--- config.mk ---
export PLATFORM = sky130hd
export DESIGN_NAME = srg_multicycle_control
export DESIGN_NICKNAME = d
export VERILOG_FILES = /design/src/rtl/srg_multicycle_control.sv
export SDC_FILE = /design/constraint.sdc
export NUM_CORES = 1
export LEC_CHECK = 0
export ABC_AREA = 1
export CAP_MARGIN = 10
export CORE_ASPECT_RATIO = 1.25
export CORE_MARGIN = 3
export CORE_UTILIZATION = 47
export DETAILED_ROUTE_END_ITERATION = 16
export PLACE_DENSITY = 0.77
export SKIP_CTS_REPAIR_TIMING = 1
export SLEW_MARGIN = 20
export SYNTH_ARGS = -nofsm -noshare
export SYNTH_HDL_FRONTEND = slang
export SYNTH_SLANG_ARGS = --single-unit
export TNS_END_PERCENT = 10
--- constraint.sdc ---
create_clock -name Clock -period 1.9 [get_ports Clock]
set_clock_uncertainty 0.15 [all_clocks]
set_input_delay 0.57 -clock Clock [delete_from_list [all_inputs] [get_ports Clock]]
set_output_delay 0.57 -clock Clock [all_outputs]
set_load 0.05 [all_outputs]
--- src/rtl/srg_multicycle_control.sv ---
// srg_multicycle_control: multicycle MIPS control FSM driving the ALU and datapath selects/enables.
// Walks each instruction through FETCH, DECODE and its execute/memory/writeback states,
// and stalls in the memory states until MemReady.
// Optional feature macro: SRG_CTRL_BNE_EN adds bne, which reuses BEQEX with an inverted Zero test.
module srg_multicycle_control #(
    parameter int MEM_TIMEOUT = 255
) (
    input  logic       Clock,
    input  logic       Reset,
    input  logic [5:0] Opcode,
    input  logic [5:0] Funct,
    input  logic       Zero,
    input  logic       MemReady,
    output logic [2:0] OperationSelect,
    output logic       ALUSrcA,
    output logic [1:0] ALUSrcB,
    output logic       IorD,
    output logic       MemWrite,
    output logic       IRWrite,
    output logic       RegWrite,
    output logic       RegDst,
    output logic       MemtoReg,
    output logic [1:0] PCSrc,
    output logic       PCEn,
    output logic       Illegal,
    output logic       MemTimeout,
    output logic [3:0] State
);

    typedef enum logic [3:0] {
        FETCH   = 4'd0,
        DECODE  = 4'd1,
        MEMADR  = 4'd2,
        MEMRD   = 4'd3,
        MEMWB   = 4'd4,
        MEMWR   = 4'd5,
        RTYPEEX = 4'd6,
        RTYPEWB = 4'd7,
        BEQEX   = 4'd8,
        ADDIEX  = 4'd9,
        ADDIWB  = 4'd10,
        JEX     = 4'd11
    } state_t;

    localparam logic [5:0] OP_RTYPE = 6'b000000;
    localparam logic [5:0] OP_LW    = 6'b100011;
    localparam logic [5:0] OP_SW    = 6'b101011;
    localparam logic [5:0] OP_BEQ   = 6'b000100;
    localparam logic [5:0] OP_ADDI  = 6'b001000;
    localparam logic [5:0] OP_J     = 6'b000010;
`ifdef SRG_CTRL_BNE_EN
    localparam logic [5:0] OP_BNE   = 6'b000101;
`endif

    localparam logic [5:0] FN_ADD = 6'b100000;
    localparam logic [5:0] FN_SUB = 6'b100010;
    localparam logic [5:0] FN_AND = 6'b100100;
    localparam logic [5:0] FN_OR  = 6'b100101;
    localparam logic [5:0] FN_SLT = 6'b101010;

    localparam logic [2:0] ALU_AND = 3'b000;
    localparam logic [2:0] ALU_OR  = 3'b001;
    localparam logic [2:0] ALU_ADD = 3'b010;
    localparam logic [2:0] ALU_SUB = 3'b110;
    localparam logic [2:0] ALU_SLT = 3'b111;

    localparam logic [15:0] TIMEOUT_LIMIT = 16'(MEM_TIMEOUT);

    state_t      state;
    state_t      next_state;
    logic [15:0] wait_count;
    logic        waiting;
    logic        branch_cond;

    logic        pc_write;
    logic        branch;
    logic        ir_write_raw;
    logic        mem_write_raw;
    logic        reg_write_raw;
    logic        illegal_raw;

    // State register; reset and any unknown encoding both land in FETCH.
    always_ff @(posedge Clock) begin
        if (Reset) begin
            state <= FETCH;
        end else begin
            state <= next_state;
        end
    end

`ifdef SRG_CTRL_BNE_EN
    logic not_equal;

    // Remember in DECODE whether this branch is a bne so BEQEX inverts the Zero test.
    always_ff @(posedge Clock) begin
        if (Reset) begin
            not_equal <= 1'b0;
        end else if (state == DECODE) begin
            not_equal <= (Opcode == OP_BNE);
        end
    end

    assign branch_cond = not_equal ? ~Zero : Zero;
`else
    assign branch_cond = Zero;
`endif

    assign waiting = ((state == FETCH) || (state == MEMRD) || (state == MEMWR)) && !MemReady;

    // Count consecutive stalled memory cycles; the sticky flag sets the cycle the limit is reached.
    always_ff @(posedge Clock) begin
        if (Reset) begin
            wait_count <= 16'd0;
            MemTimeout <= 1'b0;
        end else if (waiting) begin
            if (wait_count < TIMEOUT_LIMIT) begin
                wait_count <= wait_count + 16'd1;
            end
            if (wait_count >= TIMEOUT_LIMIT - 16'd1) begin
                MemTimeout <= 1'b1;
            end
        end else begin
            wait_count <= 16'd0;
        end
    end

    // Next-state decode and Moore outputs, with MemReady qualifying the fetch enables.
    always_comb begin
        next_state      = FETCH;
        OperationSelect = ALU_ADD;
        ALUSrcA         = 1'b0;
        ALUSrcB         = 2'b00;
        IorD            = 1'b0;
        RegDst          = 1'b0;
        MemtoReg        = 1'b0;
        PCSrc           = 2'b00;
        pc_write        = 1'b0;
        branch          = 1'b0;
        ir_write_raw    = 1'b0;
        mem_write_raw   = 1'b0;
        reg_write_raw   = 1'b0;
        illegal_raw     = 1'b0;
        case (state)
            FETCH: begin
                ALUSrcB      = 2'b01;
                ir_write_raw = MemReady;
                pc_write     = MemReady;
                next_state   = MemReady ? DECODE : FETCH;
            end
            DECODE: begin
                ALUSrcB = 2'b11;
                case (Opcode)
                    OP_LW, OP_SW: next_state = MEMADR;
                    OP_RTYPE: begin
                        if ((Funct == FN_ADD) || (Funct == FN_SUB) || (Funct == FN_AND) ||
                            (Funct == FN_OR) || (Funct == FN_SLT)) begin
                            next_state = RTYPEEX;
                        end else begin
                            illegal_raw = 1'b1;
                            next_state  = FETCH;
                        end
                    end
                    OP_BEQ:  next_state = BEQEX;
`ifdef SRG_CTRL_BNE_EN
                    OP_BNE:  next_state = BEQEX;
`endif
                    OP_ADDI: next_state = ADDIEX;
                    OP_J:    next_state = JEX;
                    default: begin
                        illegal_raw = 1'b1;
                        next_state  = FETCH;
                    end
                endcase
            end
            MEMADR: begin
                ALUSrcA    = 1'b1;
                ALUSrcB    = 2'b10;
                next_state = (Opcode == OP_SW) ? MEMWR : MEMRD;
            end
            MEMRD: begin
                IorD       = 1'b1;
                next_state = MemReady ? MEMWB : MEMRD;
            end
            MEMWB: begin
                MemtoReg      = 1'b1;
                reg_write_raw = 1'b1;
                next_state    = FETCH;
            end
            MEMWR: begin
                IorD          = 1'b1;
                mem_write_raw = 1'b1;
                next_state    = MemReady ? FETCH : MEMWR;
            end
            RTYPEEX: begin
                ALUSrcA = 1'b1;
                case (Funct)
                    FN_SUB:  OperationSelect = ALU_SUB;
                    FN_AND:  OperationSelect = ALU_AND;
                    FN_OR:   OperationSelect = ALU_OR;
                    FN_SLT:  OperationSelect = ALU_SLT;
                    default: OperationSelect = ALU_ADD;
                endcase
                next_state = RTYPEWB;
            end
            RTYPEWB: begin
                RegDst        = 1'b1;
                reg_write_raw = 1'b1;
                next_state    = FETCH;
            end
            BEQEX: begin
                ALUSrcA         = 1'b1;
                OperationSelect = ALU_SUB;
                PCSrc           = 2'b01;
                branch          = 1'b1;
                next_state      = FETCH;
            end
            ADDIEX: begin
                ALUSrcA    = 1'b1;
                ALUSrcB    = 2'b10;
                next_state = ADDIWB;
            end
            ADDIWB: begin
                reg_write_raw = 1'b1;
                next_state    = FETCH;
            end
            JEX: begin
                PCSrc      = 2'b10;
                pc_write   = 1'b1;
                next_state = FETCH;
            end
            default: next_state = FETCH;
        endcase
    end

    assign PCEn     = (pc_write | (branch & branch_cond)) & ~Reset;
    assign IRWrite  = ir_write_raw & ~Reset;
    assign MemWrite = mem_write_raw & ~Reset;
    assign RegWrite = reg_write_raw & ~Reset;
    assign Illegal  = illegal_raw & ~Reset;
    assign State    = state;

endmodule

======== Word level (Yosys, flattened, before mapping) ========
Index checks and enable logic that the tools add are counted.
operators by class
  eq/ne operators ......................... 21
  add/sub/neg operators ................... 1
  mux-type cells .......................... 23
  shift operators ......................... 0
  multipliers ............................. 0
  reduce and logical (&&, ||, !) cells .... 18
  bitwise logic cells ..................... 9
  div/mod/pow operators ................... 0
  magnitude comparators ................... 2
operators by type and width
  operator               count
  $eq 6x6->1 const B     7
  $pmux 4 s7             1
  $pmux 4 s5             1
  $add 16x1->16 const B  1
  $eq 4x3->1 const B     4
  $eq 4x4->1 const B     4
  $ge 16x8->1 const B    1
  $lt 16x8->1 const B    1
  $mux 3                 4
  $pmux 3 s4             1
  $mux 1                 11
  $eq 4x2->1 const B     2
  $reduce_or 2->1        4
  $and 1x1->1            6
  $eq 6x2->1 const B     1
  $eq 6x3->1 const B     1
  $eq 6x4->1 const B     1
  $logic_not 6->1        1
  $logic_or 1x1->1       6
  $pmux 2 s3             1
  $pmux 3 s2             1
  $reduce_or 5->1        1
  $eq 4x1->1 const B     1
  $logic_not 4->1        1
  9 further kinds        11
storage, ports and cells
  input port bits ......................... 16
  ROM bits ................................ 0
  memories kept ........................... 0
  bits in latches ......................... 0
  flip-flop bits (word level) ............. 21
  output and inout bits ................... 21
  word-level logic and storage cells ...... 77
  RAM bits ................................ 0

======== Logic depth before layout (Yosys ltp) ========
  word-level depth ........................ 9
  depth in mapped cells ................... 9
  depth with buffers taken out ............ 9

======== Least setup slack after synthesis ========
No wires, ideal clock.
  kind .................................... register to output
  start ................................... register state[2] (netlist: State[2])
  end ..................................... output port RegWrite
  buffers on the path ..................... 0
  cell stages (with the launch flop) ...... 5
  required time ........................... 1180 ps
  data arrival time ....................... 2613 ps
  slack ................................... -1433 ps
  cells stage by stage .................... dfxtp_1 nand2_1 nor3_1 o21ai_0 inv_1
between the ends
  word-level cells in the longest chain between the ends .. 4
  elaborated cells between the ends (all ways) .. 6
  those cells by class .................... eq/ne: 3; mux: 1; bitwise: 1; reduce/logical: 1
ends and longest elaborated chain
  item                                      RTL line  source
  start, declared                           69        state_t state;
  start signal, assigned                    87        state <= next_state;
  $eq 4x4->1 or $eq 4x3->1 (tied branches)  143       case (state)
  $reduce_or 3->1 (no line) *               n/a
  $mux 1 *                                  143
  $and 1x1->1 *                             238       assign RegWrite = reg_write_raw & ~Reset;
  end, declared                             20        output logic RegWrite,
Mark *: on every way between the ends. The rest lies on a longest branch, timed or not.

======== Final worst setup path ========
  start ................................... input port Funct[5]
  end ..................................... output port OperationSelect[0]
between the ends
  word-level cells in the longest chain between the ends .. 3
  elaborated cells between the ends (all ways) .. 6
  those cells by class .................... eq/ne: 4; mux: 2
ends and longest elaborated chain
  item             RTL line  source
  start, declared  11        input logic [5:0] Funct,
  $eq 6x6->1       196       case (Funct)
  $pmux 3 s4 *     196
  $pmux 3 s2 *     143
  end, declared    14        output logic [2:0] OperationSelect,
Marked as above.

==> results.py <==
metrics = {
    "synthesis": {
        "synth_nets": 224,
        "synth-seq-cells": 21,
        "synth_area_um2": 1270,
        "syn_inst": 206,
        "syn_avg_cell_area_um2": 6.17,
        "ys_seq_area_share_pct": 33.1,
        "synth.distinct_cells": 27,
        "yosysWarningCount": 0,
        "synth_largest_area_cell": "dfxtp_1",
        "post-synth-top-area-fraction_pct": 33.1,
        "ys_top_cells_by_area": "dfxtp_1 33%, nand2_1 13%, nor2_1 12%, inv_1 11%, nand3_1 5.9%",
    },
    "timing": {
        "fmax_mhz": 427,
        "period_needed_ps": 2340,
        "hold_viol": 0,
        "maxSlewViolCount": 0,
        "whs_ps": 298,
        "relSlewSlack_pct": 74.1,
        "setup_violations": 16,
        "worst_slew_pin_slew_ps": 388,
        "min_period_over_period_pct": 123,
        "fin_ws_ps": -442,
        "rsz0062_at_grt": "yes",
    },
    "clock_network": {
        "tritoncts": "yes",
        "clk_latency_ps": 300,
        "ctsLongestPathBuffers": 2,
        "clkTransAtPathRegs_ps": 120,
        "h-tree-depth": 1,
        "clock-sinks": 21,
        "clock_tree.root_cell": "clkbuf_4",
        "numCtsBuffers": 3,
    },
    "finish": {
        "fin_util_pct": 94.9,
        "final_cell_mix": "35 x nand2_1, 28 x inv_1, 28 x nor2_1, 28 x buf_4, 21 x buf_12",
        "postLayoutCellArea_um2": 2370,
        "drive_above_1_share_pct": 44.2,
        "fin_nets": 293,
        "final_common_cell": "nand2_1",
        "fin_cells": 307,
        "n_antenna_cell": 0,
        "area_growth_syn_to_layout_pct": 86.7,
    },
    "drt": {
        "wl_per_cell_um": 19.3,
        "ant_nets": 0,
        "vias": 1758,
        "first_iter_violations": 128,
        "dr.pass1.iters": 4,
        "routed_via_density": 5.73,
        "post-route-drc-count": 0,
        "wirelength_mm": 5.92,
    },
    "placement": {
        "finalWeightedCongestion": 0.897,
        "io_buffers": 36,
        "place.detailed.hpwl_mm": 3.58,
        "placed_cells": 300,
        "dpl_cell_area_um2": 2210,
    },
    "setup_path": {
        "rr_startpoint": "wait_count[0]$_SDFFE_PP0N_",
        "r2r_cells": 8,
        "startpoint_type": "input port",
        "arrival_ps": 1620,
        "required_ps": 1180,
        "worst_r2r_endpoint": "wait_count[3]$_SDFFE_PP0N_",
        "endpoint_kind": "output pin",
        "critPathKind": "input port to output pin",
        "r2r_slack_ps": 70,
        "worst-path-max-fanout": 3,
    },
    "power_and_ir_drop": {
        "peakVddDrop_mv": 0.783,
        "p_leak_uw": 0.00111,
        "power-per-cell-area_nw_per_um2": 375,
    },
    "grt": {
        "grt_max_degree": 14,
        "grt_pass1_wl_mm": 7.32,
        "grt_overflow_total": 0,
        "grt_pass1_vias": 1697,
        "groute.usage.overall_pct": 28.4,
        "antenna_found_initial": 0,
    },
    "outcome": {
        "status": "complete, but fails checks",
        "violations": "negative setup slack",
    },
    "die": {
        "initial_core_util_pct": 50.8,
        "core_um2": 2500,
        "die_x_um": 52.5,
        "die-area_um2": 3370,
        "design.portCount": 37,
        "die_y_um": 64.1,
        "fp-row-count": 20,
    },
    "min_path": {
        "hold_class": "register to register",
        "worstHoldPathCells": 2,
        "hold_start": "wait_count[12]$_SDFFE_PP0N_",
        "whs_endpoint": "wait_count[12]$_SDFFE_PP0N_",
    },
    "job": {
        "maxCapViolCount": 0,
    },
}
[layer usage]
metal / track usage (%) / part of all wire (%) / vias to the layer above
met5: 0 / 0 / -
met3: 3.73 / 6.3 / 52
met1: 27.4 / 34 / 802
li1: - / - / 778
met4: 15.0 / 7.2 / 0
met2: 54.8 / 52 / 126
[synthesized netlist by cell type]
| cell type | instances |
|---|---|
| and3_1 | 1 |
| xnor2_1 | 3 |
| dfxtp_1 | 21 |
| nand4_1 | 5 |
| nand3_1 | 15 |
| a21oi_2 | 2 |
| inv_1 | 37 |
| nor2_2 | 3 |
| o22ai_1 | 1 |
| buf_6 | 1 |
| nand2_1 | 45 |
| nor2_1 | 40 |
| a31oi_1 | 2 |
| o21ai_0 | 5 |
| xor2_1 | 1 |
| nor3_1 | 4 |
| or2_2 | 1 |
| inv_2 | 1 |
| ha_1 | 2 |
| o32ai_1 | 1 |
| a21oi_1 | 8 |
| or2_1 | 1 |
| and2_1 | 1 |
| nand2_2 | 1 |
| clkbuf_1 | 1 |
| nand3_2 | 2 |
| o211ai_1 | 1 |
[critical path: stages]
cell and delay, ps:
clkbuf_2 130, inv_6 40, nor2_4 130, nand4_1 160, or2_4 290, o32ai_4 130, buf_12 180
[logic make-up after synthesis]
group	share of synthesized area, %
adder cells (fa/ha/maj)	1.97
AND/OR/NAND/NOR	40.6
XOR/XNOR	2.76
buffers and inverters	12.4
AO/OA/AOI/OAI	9.25
flip-flops	33.1
[power breakdown]
group          total (µW)  internal, µW  switching (µW)
registers             447           440            6.88
clock network         216          78.2             138
logic                 227           101             126
[registers in the layout (all words and copies together) (netlist names)]
name,count
wait_count,16
State,4
MemTimeout,1
[cell type report]
type                            instances  area (µm²)
Sequential cell                        21         437
Clock buffer                            3        22.5
Inverter                               38         161
Fill cell                              72         129
Multi-Input combinational cell        145         913
Tap cell                               33        41.3
Clock inverter                          1        5.00
Timing Repair Buffer                   66         793
[through the flow]
| step | worst slack [ps] | power (µW) | TNS [ps] |
|---|---|---|---|
| 2_1_floorplan | -215 | 547 | -1510 |
| 3_3_place_gp | -785 | 654 | -4940 |
| 3_5_place_dp | -822 | 661 | -5950 |
| 4_1_cts | -824 | 868 | -6710 |
| 5_1_grt | -466 | 909 | -4830 |
| 6_report | -442 | 890 | -4200 |
[worst max path at each step]
stage                         end  cells past startpoint  slack, ps                start
6_report       OperationSelect[0]                      7       -440             Funct[5]
5_1_grt        OperationSelect[0]                      7       -470             Funct[5]
4_1_cts        OperationSelect[0]                      7       -820             Funct[5]
3_5_place_dp   OperationSelect[0]                      7       -820             Funct[5]
3_3_place_gp   OperationSelect[0]                      7       -780             Funct[5]
2_1_floorplan            RegWrite                      4       -220  State[2]$_SDFF_PP0_
No activity file was read; power rests on OpenSTA's default activity.
